### src/rtl/cache_axi_bridge_n.sv
`default_nettype none
// ============================================================================
// Module   : cache_axi_bridge_n
// Purpose  : Bridges NUM_RD cache refill ports and one write-back port onto a
//            single AXI3 master, with line bursts and a read-after-write line
//            hazard mask. Define BRIDGE_RR_ARB_EN for round-robin read grant;
//            otherwise the lowest requesting index wins.
// Revision : 1.0 - initial release
// ============================================================================
module cache_axi_bridge_n #(
    parameter int NUM_RD     = 2,
    parameter int LINE_WORDS = 4,
    parameter int OFF_W      = $clog2(LINE_WORDS) + 2
) (
    input  logic                       aclk,
    input  logic                       aresetn,
    // cache read ports
    input  logic [NUM_RD-1:0]          rd_req,
    input  logic [3*NUM_RD-1:0]        rd_type,
    input  logic [32*NUM_RD-1:0]       rd_addr,
    output logic [NUM_RD-1:0]          rd_rdy,
    output logic [NUM_RD-1:0]          ret_valid,
    output logic [NUM_RD-1:0]          ret_last,
    output logic [31:0]                ret_data,
    // write-back port
    input  logic                       wr_req,
    input  logic [2:0]                 wr_type,
    input  logic [31:0]                wr_addr,
    input  logic [3:0]                 wr_wstrb,
    input  logic [32*LINE_WORDS-1:0]   wr_data,
    output logic                       wr_rdy,
    // AR channel
    output logic [3:0]                 arid,
    output logic [31:0]                araddr,
    output logic [7:0]                 arlen,
    output logic [2:0]                 arsize,
    output logic [1:0]                 arburst,
    output logic [1:0]                 arlock,
    output logic [3:0]                 arcache,
    output logic [2:0]                 arprot,
    output logic                       arvalid,
    input  logic                       arready,
    // R channel
    input  logic [3:0]                 rid,
    input  logic [31:0]                rdata,
    input  logic [1:0]                 rresp,
    input  logic                       rlast,
    input  logic                       rvalid,
    output logic                       rready,
    // AW channel
    output logic [3:0]                 awid,
    output logic [31:0]                awaddr,
    output logic [7:0]                 awlen,
    output logic [2:0]                 awsize,
    output logic [1:0]                 awburst,
    output logic [1:0]                 awlock,
    output logic [3:0]                 awcache,
    output logic [2:0]                 awprot,
    output logic                       awvalid,
    input  logic                       awready,
    // W channel
    output logic [3:0]                 wid,
    output logic [31:0]                wdata,
    output logic [3:0]                 wstrb,
    output logic                       wlast,
    output logic                       wvalid,
    input  logic                       wready,
    // B channel
    input  logic [3:0]                 bid,
    input  logic [1:0]                 bresp,
    input  logic                       bvalid,
    output logic                       bready
);

    localparam int IDX_W  = (NUM_RD > 1) ? $clog2(NUM_RD) : 1;
    localparam int BEAT_W = (LINE_WORDS > 1) ? $clog2(LINE_WORDS) : 1;

    localparam logic [7:0]        C_LINE_LEN  = 8'(LINE_WORDS - 1);
    localparam logic [BEAT_W-1:0] C_LAST_BEAT = BEAT_W'(LINE_WORDS - 1);
    localparam logic [2:0]        C_TYPE_LINE = 3'b100;

    localparam logic [1:0] R_IDLE = 2'd0;
    localparam logic [1:0] R_AR   = 2'd1;
    localparam logic [1:0] R_DATA = 2'd2;

    localparam logic [1:0] W_IDLE = 2'd0;
    localparam logic [1:0] W_AW   = 2'd1;
    localparam logic [1:0] W_DATA = 2'd2;
    localparam logic [1:0] W_B    = 2'd3;

    logic [1:0]                   r_rd_state;
    logic [IDX_W-1:0]             r_rd_idx;
    logic [2:0]                   r_rd_type;
    logic [31:0]                  r_rd_addr;

    logic [1:0]                   r_wr_state;
    logic [2:0]                   r_wbuf_type;
    logic [31:0]                  r_wbuf_addr;
    logic [3:0]                   r_wbuf_strb;
    logic [LINE_WORDS-1:0][31:0]  r_wbuf_data;
    logic [BEAT_W-1:0]            r_beat;

    logic [NUM_RD-1:0]            w_req_ok;
    logic [2:0]                   w_rd_type_arr [NUM_RD];
    logic [31:0]                  w_rd_addr_arr [NUM_RD];
    logic                         w_grant_vld;
    logic [IDX_W-1:0]             w_grant_idx;
    logic                         w_rd_idle;
    logic                         w_rd_line;
    logic                         w_r_beat;
    logic                         w_wr_busy;
    logic                         w_wr_line;
    logic                         w_unused;

    assign w_rd_idle = (r_rd_state == R_IDLE);
    assign w_rd_line = (r_rd_type == C_TYPE_LINE);
    assign w_r_beat  = (r_rd_state == R_DATA) && rvalid;
    assign w_wr_busy = (r_wr_state != W_IDLE);
    assign w_wr_line = (r_wbuf_type == C_TYPE_LINE);
    assign w_unused  = ^{rresp, bresp, bid};

    // A port reading the line currently held in the write buffer must wait
    // until the write is acknowledged, otherwise it could refill stale data.
    generate
        for (genvar i = 0; i < NUM_RD; i++) begin : g_port
            assign w_rd_type_arr[i] = rd_type[3*i +: 3];
            assign w_rd_addr_arr[i] = rd_addr[32*i +: 32];
            assign w_req_ok[i]  = rd_req[i] &&
                                  !(w_wr_busy &&
                                    (w_rd_addr_arr[i][31:OFF_W] == r_wbuf_addr[31:OFF_W]));
            assign rd_rdy[i]    = w_rd_idle && w_grant_vld && (w_grant_idx == IDX_W'(i));
            assign ret_valid[i] = w_r_beat && (rid == 4'(i));
            assign ret_last[i]  = w_r_beat && rlast && (rid == 4'(i));
        end
    endgenerate

`ifdef BRIDGE_RR_ARB_EN
    logic [IDX_W-1:0] r_rr_ptr;

    // Lowest requester overall, then overridden by the lowest one at or
    // above the pointer when such a requester exists.
    always_comb begin
        w_grant_vld = 1'b0;
        w_grant_idx = '0;
        for (int i = NUM_RD - 1; i >= 0; i--) begin
            if (w_req_ok[i]) begin
                w_grant_vld = 1'b1;
                w_grant_idx = IDX_W'(i);
            end
        end
        for (int i = NUM_RD - 1; i >= 0; i--) begin
            if (w_req_ok[i] && (IDX_W'(i) >= r_rr_ptr)) begin
                w_grant_idx = IDX_W'(i);
            end
        end
    end

    always_ff @(posedge aclk) begin
        if (!aresetn) begin
            r_rr_ptr <= '0;
        end else if (w_rd_idle && w_grant_vld) begin
            r_rr_ptr <= (w_grant_idx == IDX_W'(NUM_RD - 1)) ? '0 : w_grant_idx + IDX_W'(1);
        end
    end
`else
    always_comb begin
        w_grant_vld = 1'b0;
        w_grant_idx = '0;
        for (int i = NUM_RD - 1; i >= 0; i--) begin
            if (w_req_ok[i]) begin
                w_grant_vld = 1'b1;
                w_grant_idx = IDX_W'(i);
            end
        end
    end
`endif

    always_ff @(posedge aclk) begin
        if (!aresetn) begin
            r_rd_state <= R_IDLE;
            r_rd_idx   <= '0;
            r_rd_type  <= '0;
            r_rd_addr  <= '0;
        end else begin
            case (r_rd_state)
                R_IDLE: begin
                    if (w_grant_vld) begin
                        r_rd_idx   <= w_grant_idx;
                        r_rd_type  <= w_rd_type_arr[w_grant_idx];
                        r_rd_addr  <= w_rd_addr_arr[w_grant_idx];
                        r_rd_state <= R_AR;
                    end
                end
                R_AR:    if (arready) r_rd_state <= R_DATA;
                R_DATA:  if (rvalid && rlast) r_rd_state <= R_IDLE;
                default: r_rd_state <= R_IDLE;
            endcase
        end
    end

    assign arid     = 4'(r_rd_idx);
    assign araddr   = w_rd_line ? {r_rd_addr[31:OFF_W], {OFF_W{1'b0}}} : r_rd_addr;
    assign arlen    = w_rd_line ? C_LINE_LEN : 8'd0;
    assign arsize   = w_rd_line ? 3'd2 : {1'b0, r_rd_type[1:0]};
    assign arburst  = 2'b01;
    assign arlock   = 2'b00;
    assign arcache  = 4'b0000;
    assign arprot   = 3'b000;
    assign arvalid  = (r_rd_state == R_AR);
    assign rready   = (r_rd_state == R_DATA);
    assign ret_data = rdata;

    always_ff @(posedge aclk) begin
        if (!aresetn) begin
            r_wr_state  <= W_IDLE;
            r_wbuf_type <= '0;
            r_wbuf_addr <= '0;
            r_wbuf_strb <= '0;
            r_wbuf_data <= '0;
            r_beat      <= '0;
        end else begin
            case (r_wr_state)
                W_IDLE: begin
                    if (wr_req) begin
                        r_wbuf_type <= wr_type;
                        r_wbuf_addr <= wr_addr;
                        r_wbuf_strb <= wr_wstrb;
                        r_wbuf_data <= wr_data;
                        r_wr_state  <= W_AW;
                    end
                end
                W_AW: if (awready) r_wr_state <= W_DATA;
                W_DATA: begin
                    if (wready) begin
                        if (wlast) begin
                            r_beat     <= '0;
                            r_wr_state <= W_B;
                        end else begin
                            r_beat <= r_beat + BEAT_W'(1);
                        end
                    end
                end
                W_B:     if (bvalid) r_wr_state <= W_IDLE;
                default: r_wr_state <= W_IDLE;
            endcase
        end
    end

    assign wr_rdy  = (r_wr_state == W_IDLE);
    assign awid    = 4'd1;
    assign awaddr  = w_wr_line ? {r_wbuf_addr[31:OFF_W], {OFF_W{1'b0}}} : r_wbuf_addr;
    assign awlen   = w_wr_line ? C_LINE_LEN : 8'd0;
    assign awsize  = w_wr_line ? 3'd2 : {1'b0, r_wbuf_type[1:0]};
    assign awburst = 2'b01;
    assign awlock  = 2'b00;
    assign awcache = 4'b0000;
    assign awprot  = 3'b000;
    assign awvalid = (r_wr_state == W_AW);
    assign wid     = 4'd1;
    assign wdata   = r_wbuf_data[r_beat];
    assign wstrb   = w_wr_line ? 4'hF : r_wbuf_strb;
    assign wlast   = w_wr_line ? (r_beat == C_LAST_BEAT) : 1'b1;
    assign wvalid  = (r_wr_state == W_DATA);
    assign bready  = (r_wr_state == W_B);

endmodule
`default_nettype wire

### config.mk
export PLATFORM = sky130hd
export DESIGN_NAME = cache_axi_bridge_n
export DESIGN_NICKNAME = d
export VERILOG_FILES = /design/src/rtl/cache_axi_bridge_n.sv
export SDC_FILE = /design/constraint.sdc
export NUM_CORES = 1
export LEC_CHECK = 0
export ABC_AREA = 1
export CAP_MARGIN = 20
export CORE_AREA = 2 2 194 196
export CTS_CLUSTER_DIAMETER = 150
export DETAILED_ROUTE_END_ITERATION = 8
export DIE_AREA = 0 0 196 198
export SETUP_SLACK_MARGIN = 0.15
export SKIP_CTS_REPAIR_TIMING = 1
export SYNTH_ARGS = -nofsm -noshare
export SYNTH_HDL_FRONTEND = slang
export SYNTH_SLANG_ARGS = --single-unit
export TNS_END_PERCENT = 50
### constraint.sdc
create_clock -name aclk -period 2.2 [get_ports aclk]
set_input_delay 0.22 -clock aclk [delete_from_list [all_inputs] [get_ports aclk]]
set_output_delay 0.22 -clock aclk [all_outputs]
set_load 0.05 [all_outputs]
Yosys cells after proc, flatten, opt, wreduce, memory -nomap -nowiden
Index checks and enable logic that the tools add are counted.
{"block": "word_totals", "reg_bits": 209, "latchBits": 0, "mem_bits_rw": 0, "mem_bits_ro": 0, "output_inout_bits": 201, "word_cells": 92, "memories": 0}
{"block": "op_classes", "n_addsub": 1, "n_mul": 0, "div_mod_pow": 0, "order_cmp": 2, "eq_ne": 19, "n_shift": 0, "mux": 30, "bitwise": 2, "n_reduce_logical": 25}
{"cell": "$mux W32", "n": 4}
{"cell": "$bmux W32 S2", "n": 1}
{"cell": "$eq A28 B28 Y1", "n": 2}
{"cell": "$mux W2", "n": 13}
{"cell": "$logic_and A1 B1 Y1", "n": 14}
{"cell": "$mux W4", "n": 3}
{"cell": "$mux W3", "n": 3}
{"cell": "$eq A2 B2 Y1 const B", "n": 4}
{"cell": "$ne A2 B1 Y1 const B", "n": 4}
{"cell": "$ne A2 B2 Y1 const B", "n": 4}
{"cell": "$pmux W2 S4", "n": 1}
{"cell": "$eq A3 B3 Y1 const B", "n": 2}
{"cell": "$pmux W2 S3", "n": 1}
{"cell": "$reduce_and A2 Y1", "n": 3}
{"cell": "$reduce_and A5 Y1", "n": 1}
{"cell": "$eq A2 B1 Y1 const B", "n": 2}
{"cell": "$eq A4 B1 Y1 const B", "n": 1}
{"cell": "$logic_not A2 Y1", "n": 2}
{"cell": "$logic_not A4 Y1", "n": 1}
{"cell": "$mux W1", "n": 4}
{"cell": "$lt A2 B3 Y1 const B", "n": 1}
{"cell": "$reduce_and A3 Y1", "n": 1}
{"cell": "$add A2 B1 Y2 const B", "n": 1}
{"cell": "$ge A2 B2 Y1 const B", "n": 1}
{"cell": "other kinds (4)", "n": 5}

Depth between registers and ports, before layout
Gate-level depths: netlist of the first run.
{"block": "logic_depth", "ltp_word": 10, "depth_mapped": 16, "depth_no_buf": 15}

Worst setup path after synthesis of the first run
No wires, ideal clock.
{"block": "synth_timing", "path_kind": "reg2out", "start": "register r_rd_state[1]", "end": "output port ret_last[0]", "t_arrival_ps": 2794, "required_time_ps": 1980, "path_slack_ps": -814, "path_stages_with_launch": 5, "path_buffers": 0, "path_cell_list": "dfxtp_1 -> inv_1 -> nor2_1 -> nand2_1 -> nor4_1"}
{"block": "synth_via", "elab_chain_cells": 4}
{"element": "from (decl)", "line": "91", "source": "logic [1:0] r_rd_state;"}
{"element": "from (signal assigned)", "line": "180", "source": "r_rd_state <= R_IDLE;"}
{"element": "from (signal assigned)", "line": "191", "source": "r_rd_state <= R_AR;"}
{"element": "from (signal assigned)", "line": "194", "source": "R_AR: if (arready) r_rd_state <= R_DATA;"}
{"element": "$eq A2 B2 Y1"}
{"element": "named net rready", "line": "49", "source": "output logic rready,"}
{"element": "$logic_and A1 B1 Y1", "line": "117", "source": "assign w_r_beat = (r_rd_state == R_DATA) && rvalid;"}
{"element": "$logic_and A1 B1 Y1 (2 in series)", "line": "133", "source": "assign ret_last[i] = w_r_beat && rlast && (rid == 4'(i));"}
{"element": "to (decl)", "line": "23", "source": "output logic [NUM_RD-1:0] ret_last,"}
The timed path passes the listed nets, and every way through them passes these cells.

Worst setup path after layout of the first run
{"block": "layout_timing", "start": "register r_wr_state[0]", "end": "output port rd_rdy[0]"}
{"block": "layout_via", "elab_chain_cells": 8}
{"element": "from (decl)", "line": "96", "source": "logic [1:0] r_wr_state;"}
{"element": "from (signal assigned)", "line": "215", "source": "r_wr_state <= W_IDLE;"}
{"element": "from (signal assigned)", "line": "229", "source": "r_wr_state <= W_AW;"}
{"element": "from (signal assigned)", "line": "232", "source": "W_AW: if (awready) r_wr_state <= W_DATA;"}
{"element": "$reduce_bool A2 Y1 (*)", "line": "118", "source": "assign w_wr_busy = (r_wr_state != W_IDLE);"}
{"element": "$logic_and A1 B1 Y1", "line": "129", "source": "!(w_wr_busy &&"}
{"element": "$logic_not A1 Y1", "line": "129"}
{"element": "$logic_and A1 B1 Y1", "line": "128", "source": "assign w_req_ok[i] = rd_req[i] &&"}
{"element": "$mux W1 (2 in series)", "line": "170", "source": "if (w_req_ok[i]) begin"}
{"element": "$logic_and A1 B1 Y1 or $not A1 Y1 (tied branches)", "line": "131", "source": "assign rd_rdy[i] = w_rd_idle && w_grant_vld && (w_grant_idx == IDX_W'(i));"}
{"element": "$logic_and A1 B1 Y1 (*)", "line": "131"}
{"element": "to (decl)", "line": "21", "source": "output logic [NUM_RD-1:0] rd_rdy,"}
Mark *: on every way between the ends. The rest lies on a longest branch, timed or not.

==> impl_summary.txt, run 1 <==
----------------------------------------------------
[Routing]
  First-pass iteration count of the detailed router ... 4
  Via count ... ~11000
  Total wirelength of the detailed-routed design ... a little under 40000 µm
  Routed length per placed instance ... 16.15 µm
  Number of vias per cell ... 4.588
  DRC violation count after routing ... 0
  Number of antenna-violating nets in the routed design ... 0
  Drt first-iter violations ... 511

[Timing]
  Headroom to the max-slew limit ... 55.31%
  RSZ-0062 raised after global routing ... true
  Slew Limit Fails ... 0
  Final count of negative-setup-slack endpoints ... 2
  Post-route clock period utilization ... 113.1%
  Max Clock Freq ... 402.0 MHz
  Final hold violation count ... 0
  Final Worst Setup Slack ... -287.4 ps
  Worst Clk Skew ... around 15 ps
  Minimum clock period ... 2487 ps
  Transition time of the tightest slew-check pin ... roughly 670 ps

[Clock tree]
  Level count of the clock H-tree ... 1
  Clock input transition at the sequential cells of the worst setup and hold paths ... approximately 60 ps
  TritonCTS sink count ... about 210
  Number of buffers on the longest clock path ... 3
  Clock latency reported for the late side of the worst-skew pair ... 530 ps
  Root buf cell ... clkbuf_16
  Number of CTS-inserted buffers ... 25
  TritonCTS clock tree ... built

[Global route]
  Antenna violations before repair ... 2
  Via count of the first global-routing pass ... 10530
  Gr usage total ... 18.47%
  Wire length of the first global-routing pass ... 57060 µm
  Overflow left after global routing ... 0
  Largest net degree at the start of global routing ... 121

[Synthesis]
  Syn Inst Count ... 1635
  Proportion of synthesized area in mux cells ... 0%
  Cell type contributing the most total cell area after synthesis ... dfxtp_1
  Post-synthesis share of cell area spent on full adders, half adders and majority gates ... 0.5709%
  Share of the synthesized area in the top cell type ... 38.18%
  Synthesized-area fraction occupied by xor and xnor cells ... 1.039%
  Post-synth design cell area ... 10960 µm²
  Largest family of logic cells by synthesized area ... simple AND/OR/NAND/NOR gates
  Distinct cells, synth ... 34
  Register bit total from synthesis ... 209
  Mean area per synthesized cell ... 6.702 µm²
  Compound-gate portion of the synthesized area ... 17.12%
  Synth Area in Simple Gates ... 26.12%
  Portion of the post-synthesis area used by sequential elements ... approximately two fifths
  Number of synthesis warnings ... 0
  Top area cells in the synthesized netlist ... dfxtp_1 38%, nor2_1 13%, o21ai_0 11%, buf_4 9.7%, nand2_1 9.0%

[Floorplan]
  Area of the die ... 38810 µm²
  Horiz. Die Dim ... between 150 and 200 µm
  Vert. Die Dim ... 198 µm
  Core Box Area ... 36960 µm²
  Starting density of the core ... 29.65%
  Top-level I/O count ... 493
  Number of standard-cell rows in the floorplan ... 71

[Pwr]
  Max VDD drop ... 669.8 µV
  Total power per unit cell area ... 1021 nW/µm²
  Tot Pwr ... between 15 and 20 mW
  Leakage ... 7.116 nW

[Outcome]
  Violations in the final reports ... negative setup slack
  Run status ... finished, violations left

[Setup path]
  Critical path data required time ... 1980 ps
  Nature of the critical path startpoint ... flip-flop
  Crit. End Element ... primary output
  Critical Setup Path Class ... reg2out
  Worst path arrival time ... 2270 ps
  Worst-path maximum fanout ... 4

[Layout]
  Area Growth Syn to Fin ... 47.31%
  Fill cell instance count of the final layout ... 3795
  Footprint of the flip-flops and latches ... 4198 µm²
  Share of final-layout standard cells stronger than drive strength 1 ... between 10% and 20%
  Final nets ... 2207
  Multi-input gate area ... roughly 5400 µm²
  Number of standard cells in the final layout excluding fillers ... 2401

[Run]
  Max-capacitance violation count ... 0

[Placement]
  HPWL Detailed ... between 20000 and 30000 µm
  Count of placed standard cells including taps ... 2335
  Count of port buffers added during placement ... 373
  RD Place Congestion ... 0.8862

[Hold path]
  Path class of the lowest-slack min-delay path ... in2reg

----------------------------------------------------
path summary, 6_finish.rpt:
path	from	to	slack [ps]	cells after the start
setup / recovery	r_wr_state[0]$_SDFFE_PN0P_	rd_rdy[0]	-290	14
hold / removal	aresetn	r_wbuf_addr[21]$_SDFFE_PN0P_	190	4
setup reg to reg	r_wr_state[0]$_SDFFE_PN0P_	r_rd_addr[15]$_SDFFE_PN0N_	100	16
hold reg to reg	r_wbuf_addr[0]$_SDFFE_PN0P_	r_wbuf_addr[0]$_SDFFE_PN0P_	450	2
through the flow:
stage	TNS, ps	cell area [µm²]	setup WS, ps	utilization, %	hold slack [ps]
floorplan	0	11370	150.7	-	369.0
global placement	-6339	14740	-201.6	39.89	440.3
detailed placement	-7366	14740	-225.0	39.89	440.3
CTS	-6194	15540	-620.4	42.06	188.9
global route	-1124	16140	-418.1	43.68	231.8
finish	-548.7	16140	-287.4	43.68	192.1
layout by cell type, fill, tap and decap left out, types with 32 or more instances in the layout:
master | synthesis | final
a21oi_1 | 51 | 46
buf_12 | 2 | 32
buf_4 | 141 | 59
clkdlybuf4s50_1 | 0 | 301
conb_1 | 2 | 47
dfxtp_1 | 209 | 200
inv_1 | 70 | 65
nand2_1 | 263 | 250
nand3_1 | 37 | 36
nor2_1 | 386 | 378
o21ai_0 | 235 | 211
state kept, by name (all words and copies together) (netlist names):
name,count
r_wbuf_data,128
r_rd_addr,32
r_wbuf_addr,32
r_wbuf_strb,4
r_rd_type,3
r_wbuf_type,3
r_beat,2
r_rd_state,2
r_wr_state,2
r_rd_idx,1
synthesized netlist by cell type:
cell type,number
nor2_1,386
nand2_1,263
o21ai_0,235
dfxtp_1,209
buf_4,141
inv_1,70
clkbuf_1,68
a21oi_1,51
nand3_1,37
o22ai_1,34
inv_2,24
nand2_2,22
a21oi_2,20
buf_1,11
buf_2,11
xnor2_1,11
ha_1,5
o21ai_1,5
or2_2,5
clkinv_1,4
nor3_1,4
buf_6,3
buf_12,2
conb_1,2
nand2_4,2
xor2_1,2
a211o_1,1
a211oi_1,1
a22oi_1,1
nand4_1,1
nor2_2,1
nor2_4,1
nor4_1,1
o211ai_1,1
layer usage:
layer  global-route usage [%]  wire [µm]  up-vias
li1                         -          -     5565
met1                    22.05      15920     5011
met2                    32.46      18690      383
met3                    4.548       2973       54
met4                    6.117       1183        2
met5                        0         16        -
worst max-delay path: stages, from the launching register on:
cell and delay (ps):
dfxtp_2 360, inv_4 50, ha_4 180, inv_2 60
nand2_1 60, nor2_2 90, nand2_2 90, nor2_4 100
nand2_2 100, o21ai_2 220, nand2_4 70, nand2_4 80
buf_12 110, nor2_4 50, buf_8 140
logic make-up after synthesis:
group,after synthesis
and+or+nand+nor,723
other,2
buffers and inverters,334
AOI/OAI and AO/OA,349
DFF,209
adders and majority gates,5
xor gates and xnor gates,13
where the power goes:
| group | leakage (nW) | switching (mW) | internal [mW] |
|---|---|---|---|
| combinational | 4.99 | 4.44 | 2.65 |
| sequential | 1.73 | 0.568 | 4.72 |
| clock | 0.399 | 1.67 | 2.43 |
layout make-up:
type                       count  area share, %
antenna                        1        0.01550
clock buffer                  37          4.589
clock inverter                 6         0.3643
inverter                      98          2.411
multi-input combinational   1137          33.74
sequential                   209          26.01
tap                          474          3.674
timing repair buffer         439          29.20
(Power assumes the default switching activity.)
==> run 2: changes to the inputs <==
--- a/config.mk
+++ b/config.mk
@@ -8,9 +8,10 @@
 export ABC_AREA = 1
 export CAP_MARGIN = 20
 export CORE_AREA = 2 2 194 196
-export CTS_CLUSTER_DIAMETER = 150
+export CTS_CLUSTER_DIAMETER = 100
 export DETAILED_ROUTE_END_ITERATION = 8
 export DIE_AREA = 0 0 196 198
+export RECOVER_POWER = 50
 export SETUP_SLACK_MARGIN = 0.15
 export SKIP_CTS_REPAIR_TIMING = 1
 export SYNTH_ARGS = -nofsm -noshare
==> run 2 against run 1 <==
  * The flow still finishes with violations (negative setup slack)
  * Cell count rose by 0.17%
  * Critical path depth did not move
  * Critical endpoint unchanged
  * Clock skew fell by 1.3 ps
  * Count of clock-buffer cells in the layout did not move
  * Hold slack got worse by 6.5 ps
==> impl_summary.txt, run 2 (synthesis gave the netlist of run 1 again) <==
----------------------------------------------------
[Layout]
  Multi-input gate area ... roughly 5800 µm²
  Reg with most FFs ... r_wbuf_data
  Fill cell instance count of the final layout ... 3698
  Final nets ... between 2000 and 2500
  Area Growth Syn to Fin ... 52.84%
  Number of standard cells in the final layout excluding fillers ... 2405
  Most frequent standard cell in the layout excluding fill and tap cells ... nor2_1
  Utilization of the core after routing ... 45.32%
  Biggest registers after layout ... r_wbuf_data x128, r_rd_addr x32, r_wbuf_addr x32
  Share of final-layout standard cells stronger than drive strength 1 ... 18.96%
  Highest-count cells in the layout ignoring fill and taps ... 376 x nor2_1, 292 x clkdlybuf4s50_1, 219 x nand2_1, 201 x dfxtp_1, 198 x o21ai_0
  Flip-flop count of the largest register after layout ... 128
  Footprint of the flip-flops and latches ... 4197 µm²

[Clock tree]
  Number of buffers on the longest clock path ... 3
  Level count of the clock H-tree ... 1
  TritonCTS clock tree ... built
  Clock input transition at the sequential cells of the worst setup and hold paths ... 60 ps
  Root buf cell ... clkbuf_16
  TritonCTS sink count ... 209
  Number of CTS-inserted buffers ... 26
  Clock latency reported for the late side of the worst-skew pair ... between 500 and 600 ps

[Floorplan]
  Top-level I/O count ... slightly below 500
  Number of standard-cell rows in the floorplan ... 71
  Core Box Area ... approximately 37000 µm²
  Vert. Die Dim ... 198 µm
  Starting density of the core ... 29.65%
  Area of the die ... 38810 µm²
  Horiz. Die Dim ... 196 µm

[Placement]
  HPWL Detailed ... roughly 27000 µm
  Place WS ... -225.0 ps
  Count of placed standard cells including taps ... 2335
  Count of port buffers added during placement ... 373
  RD Place Congestion ... 0.8862

[Setup path]
  FF-to-FF setup slack ... 50 ps
  Critical path data required time ... 1980 ps
  Nature of the critical path startpoint ... flip-flop
  Worst-path maximum fanout ... 4
  Crit. End Element ... primary output
  Critical Setup Path Class ... reg2out
  Worst path arrival time ... roughly 2300 ps

[Timing]
  RSZ-0062 raised after global routing ... true
  Max Clock Freq ... about 400 MHz
  Transition time of the tightest slew-check pin ... around 800 ps
  Final Worst Setup Slack ... -320.4 ps
  Post-route clock period utilization ... 114.6%
  Minimum clock period ... between 2000 and 3000 ps
  Headroom to the max-slew limit ... between 40% and 50%
  Worst Clk Skew ... 14.06 ps
  Final hold violation count ... 0
  Slew Limit Fails ... 0
  Final count of negative-setup-slack endpoints ... 2

[Global route]
  Gr usage total ... between 10% and 20%
  Wire length of the first global-routing pass ... 57390 µm
  Antenna violations before repair ... 2
  Via count of the first global-routing pass ... 10560
  Largest net degree at the start of global routing ... around 120
  Overflow left after global routing ... 0

[Routing]
  DRC violation count after routing ... 0
  Routed length per placed instance ... approximately 16 µm
  Highest metal layer used by the detailed router ... met5
  WL met1 ... 16130 µm
  Total wirelength of the detailed-routed design ... a little under 40000 µm
  Met3 layer wire length in the routed design ... around 3200 µm
  Via count ... 11130
  First-pass iteration count of the detailed router ... 5
  Number of antenna-violating nets in the routed design ... 0
  Number of vias per cell ... approximately 4.6
  Met2 Wirelength ... 19200 µm
  Drt first-iter violations ... 520

[Pwr]
  Total power per unit cell area ... 1013 nW/µm²
  Leakage ... between 7 and 8 nW
  Max VDD drop ... ~610 µV
  Tot Pwr ... 16.96 mW

[Outcome]
  Violations in the final reports ... negative setup slack
  Run status ... finished, violations left

[Hold path]
  Path class of the lowest-slack min-delay path ... in2reg

[Run]
  Max-capacitance violation count ... 0

----------------------------------------------------
run 2: stage by stage:
stage | area (µm²) | hold WS, ps | setup TNS [ps]
after floorplan | 11370 | 369.0 | 0
after global routing | 16750 | 226.7 | -11330
after global placement | 14740 | 440.3 | -6339
final | 16750 | 185.6 | -578.6
after CTS | 15610 | 172.3 | -6924
after detailed placement | 14740 | 440.3 | -7366
run 2: path summary, 6_finish.rpt:
kind / startpoint / to / depth (start not counted)
min: aresetn / r_wbuf_addr[21]$_SDFFE_PN0P_ / 4
min reg2reg: r_wbuf_addr[0]$_SDFFE_PN0P_ / r_wbuf_addr[0]$_SDFFE_PN0P_ / 2
max reg2reg: r_wr_state[1]$_SDFFE_PN0P_ / r_wbuf_strb[0]$_SDFFE_PN0P_ / 8
max: r_wr_state[0]$_SDFFE_PN0P_ / rd_rdy[0] / 14
run 2: critical path, stage by stage, from the launching register on:
cell and delay (ps):
dfxtp_2 360, inv_4 50, ha_4 180, inv_2 60, nand2_1 60, nor2_2 110, nand2_2 90, nor2_4 110
nand2_4 70, o21ai_2 210, nand2_4 90, nand2_4 80, buf_12 110, nor2_4 50, buf_8 140
run 2: layer usage:
| metal | vias up | track usage (%) |
|---|---|---|
| met4 | 2 | 5.051 |
| met2 | 389 | 32.70 |
| met3 | 55 | 5.025 |
| met1 | 5108 | 22.28 |
| li1 | 5573 | - |
| met5 | - | 0 |
run 2: where the power goes:
group	switching, mW	total (mW)	leakage, nW	internal, mW
registers	0.604	5.32	1.73	4.72
clock network	1.70	4.36	0.429	2.65
logic	4.53	7.28	5.45	2.75
run 2: cell type report:
class	count	share of cell area [%]
clock buffer	37	4.609
sequential	209	25.06
tap	474	3.541
timing repair buffer	442	29.23
multi-input combinational	1137	34.59
antenna	1	0.01494
clock inverter	7	0.5902
inverter	98	2.368
==> run 3: changes to the inputs <==
==> config.mk (replaced) <==
export PLATFORM = sky130hd
export DESIGN_NAME = cache_axi_bridge_n
export DESIGN_NICKNAME = d
export VERILOG_FILES = /design/src/rtl/cache_axi_bridge_n.sv
export SDC_FILE = /design/constraint.sdc
export NUM_CORES = 1
export LEC_CHECK = 0
export ABC_AREA = 0
export CAP_MARGIN = 20
export CORE_AREA = 2 2 190 192
export CTS_CLUSTER_DIAMETER = 100
export DETAILED_ROUTE_END_ITERATION = 8
export DIE_AREA = 0 0 192 194
export GPL_ROUTABILITY_DRIVEN = 0
export RECOVER_POWER = 50
export SETUP_SLACK_MARGIN = 0.15
export SKIP_CTS_REPAIR_TIMING = 1
export SYNTH_ARGS = -nofsm -noshare
export SYNTH_HDL_FRONTEND = slang
export SYNTH_SLANG_ARGS = --single-unit
==> run 3 against run 2 <==
  * The run still ends with negative setup slack left
  * Setup slack got worse by 100 ps
  * Sequential share of layout area rose by 1.2 points
  * Sequential cell count is the same
  * Clock skew is 4.0 ps lower
  * Core utilization up 0.19 points
  * Critical endpoint is now rd_rdy[1]
  * Highest routed layer unchanged
==> impl_summary.txt, run 3 <==
----------------------------------------------------
[Timing]
  Headroom to the max-slew limit ... 49.24%
  Slew Limit Fails ... 0
  Minimum clock period ... 2621 ps
  Final hold violation count ... 0
  Final count of negative-setup-slack endpoints ... 54
  Max Clock Freq ... roughly 380 MHz
  Post-route clock period utilization ... 119.1%
  RSZ-0062 raised after global routing ... true
  Transition time of the tightest slew-check pin ... about 760 ps
  Final Worst Setup Slack ... -421.2 ps
  Worst Clk Skew ... around 10 ps

[Floorplan]
  Horiz. Die Dim ... about 190 µm
  Area of the die ... 37250 µm²
  Core Box Area ... 35220 µm²
  Starting density of the core ... 30.82%
  Top-level I/O count ... 493
  Vert. Die Dim ... between 150 and 200 µm
  Number of standard-cell rows in the floorplan ... 69

[Routing]
  Drt first-iter violations ... 379
  Number of antenna-violating nets in the routed design ... 0
  First-pass iteration count of the detailed router ... 5
  Total wirelength of the detailed-routed design ... 37100 µm
  Number of vias per cell ... 4.655
  DRC violation count after routing ... 0
  Via count ... 9678
  Routed length per placed instance ... 17.85 µm

[Synthesis]
  Top area cells in the synthesized netlist ... dfxtp_1 39%, nand2_1 13%, a21boi_0 12%, buf_4 9.7%, mux4_2 6.6%
  Portion of the post-synthesis area used by sequential elements ... between 30 and 40%
  Cell type contributing the most total cell area after synthesis ... dfxtp_1
  Register bit total from synthesis ... 209
  Share of async-settable or async-resettable flops after synthesis ... 0%
  Mean area per synthesized cell ... 8.332 µm²
  Commonest register cell after synthesis ... dfxtp_1
  Syn Inst Count ... around 1300
  Post-synth design cell area ... around 11000 µm²
  Most numerous cell in the Yosys netlist ... nand2_1
  Distinct cells, synth ... 38
  Number of synthesis warnings ... 0
  Commonest cells in the netlist ... 376 x nand2_1, 209 x dfxtp_1, 167 x a21boi_0, 141 x buf_4, 80 x nor2_1
  Number of flops mapped to enable cells by yosys ... 0
  Share of the synthesized area in the top cell type ... 38.54%

[Placement]
  Place WS ... -390.6 ps
  HPWL Detailed ... 27030 µm
  Count of port buffers added during placement ... 373
  Placed standard-cell area ... 14700 µm²

[Layout]
  Fill cell instance count of the final layout ... 3423
  Multi-input gate area ... about 5500 µm²
  Flip-flop count of the largest register after layout ... 128
  Cell area after layout ... 16030 µm²
  Reg with most FFs ... r_wbuf_data
  Final nets ... approximately 1900
  Highest-count cells in the layout ignoring fill and taps ... 375 x nand2_1, 285 x clkdlybuf4s50_1, 194 x dfxtp_1, 167 x a21boi_0, 77 x nor2_1
  Antenna Diode Count ... 0
  Most frequent standard cell in the layout excluding fill and tap cells ... nand2_1
  Area Growth Syn to Fin ... 47.67%
  Share of final-layout standard cells stronger than drive strength 1 ... 15.64%
  Footprint of the flip-flops and latches ... 4205 µm²
  Biggest registers after layout ... r_wbuf_data x128, r_rd_addr x32, r_wbuf_addr x32

[Setup path]
  Critical path data required time ... 1980 ps
  Worst path arrival time ... 2400 ps
  Crit. End Element ... primary output
  Nature of the critical path startpoint ... flip-flop
  Critical Setup Path Class ... reg2out
  Worst-path maximum fanout ... 6

[Clock tree]
  Clock latency reported for the late side of the worst-skew pair ... 530 ps
  Number of buffers on the longest clock path ... 3
  Level count of the clock H-tree ... 1
  Number of CTS-inserted buffers ... 26
  TritonCTS sink count ... 209
  Root buf cell ... clkbuf_16
  Clock input transition at the sequential cells of the worst setup and hold paths ... 60 ps
  TritonCTS clock tree ... built

[Global route]
  Via count of the first global-routing pass ... 9264
  Gr usage total ... 18.46%
  Largest net degree at the start of global routing ... 175
  Overflow left after global routing ... 0
  Wire length of the first global-routing pass ... 53460 µm
  Antenna violations before repair ... 2

[Pwr]
  Proportion of power drawn by flip-flops and latches ... 32.9%
  NetSw ... 5.672 mW
  Leakage ... 6.724 nW
  Design internal power ... roughly 9.1 mW
  Max VDD drop ... roughly 540 µV
  Sw Ratio ... a little under two fifths
  Logic gate share of total power ... 39.7%
  Clock group share of total power ... 27.4%
  Total power per unit cell area ... between 900 and 1000 nW/µm²

[Run]
  Max-capacitance violation count ... 0

[Outcome]
  Violations in the final reports ... negative setup slack
  Run status ... finished, violations left

[Hold path]
  Path class of the lowest-slack min-delay path ... in2reg

----------------------------------------------------
run 3: power groups by stage:
stage / combinational (mW) / sequential, mW / clock [mW]
after floorplan: 3.87 / 4.80 / 0
after global placement: 5.68 / 4.92 / 0
after detailed placement: 5.72 / 4.94 / 0
after CTS: 5.74 / 4.86 / 4.17
after global routing: 6.30 / 4.95 / 4.32
final: 5.86 / 4.87 / 4.04
run 3: area by class of cell:
| class | instances | share of cell area (%) |
|---|---|---|
| clock buffer | 37 | 4.698 |
| clock inverter | 8 | 0.2966 |
| inverter | 7 | 0.1639 |
| multi-input combinational | 898 | 34.34 |
| sequential | 209 | 26.23 |
| tap | 461 | 3.598 |
| timing repair buffer | 459 | 30.67 |
run 3: routing by layer:
metal | wire length, µm | vias to the layer above | GRT usage (%)
met5 | 25 | - | 0
met3 | 4314 | 65 | 6.462
met4 | 1294 | 4 | 7.690
met1 | 14270 | 4451 | 21.56
li1 | - | 4737 | -
met2 | 17200 | 421 | 30.59
run 3: final timing paths:
check                           slack, ps  depth (start not counted)                         start                      endpoint
worst max-delay path                 -420                          9  r_wbuf_addr[25]$_SDFFE_PN0P_                     rd_rdy[1]
worst min-delay path                  240                          3                   wr_addr[26]  r_wbuf_addr[26]$_SDFFE_PN0P_
worst max register to register       -120                         10  r_wbuf_addr[25]$_SDFFE_PN0P_     r_rd_type[1]$_SDFFE_PN0N_
worst min register to register        460                          2   r_wbuf_strb[1]$_SDFFE_PN0P_   r_wbuf_strb[1]$_SDFFE_PN0P_
run 3: cells by family after synthesis:
kind of cell	after synthesis	share of synthesized area, %
buf+inv	241	13.61
compound gates	214	15.52
xor+xnor	56	4.518
other cells	2	0.06917
mux	33	6.730
flops	209	38.54
fa+ha+maj	5	0.5762
simple gates	543	20.43
run 3: critical path, cell delays in order (launching register included):
cell     delay, ps
dfxtp_2        340
buf_6          130
xor2_4         190
nor4_2         310
buf_4          150
nand4_1        160
nor2_4         260
nor2_4          50
and2_4         150
buf_12         140
run 3: stage by stage:
step                hold WS (ps)  TNS (ps)  utilization (%)  instances  power [mW]
floorplan                  364.9         0                -       1348       8.670
global placement           440.3    -15570            41.72       2016       10.61
detailed placement         440.3    -13860            41.72       2016       10.66
CTS                        218.4    -12640            43.99       2061       14.77
global route               234.3     -9225            45.51       2079       15.57
finish                     242.4     -3867            45.51       2079       14.77
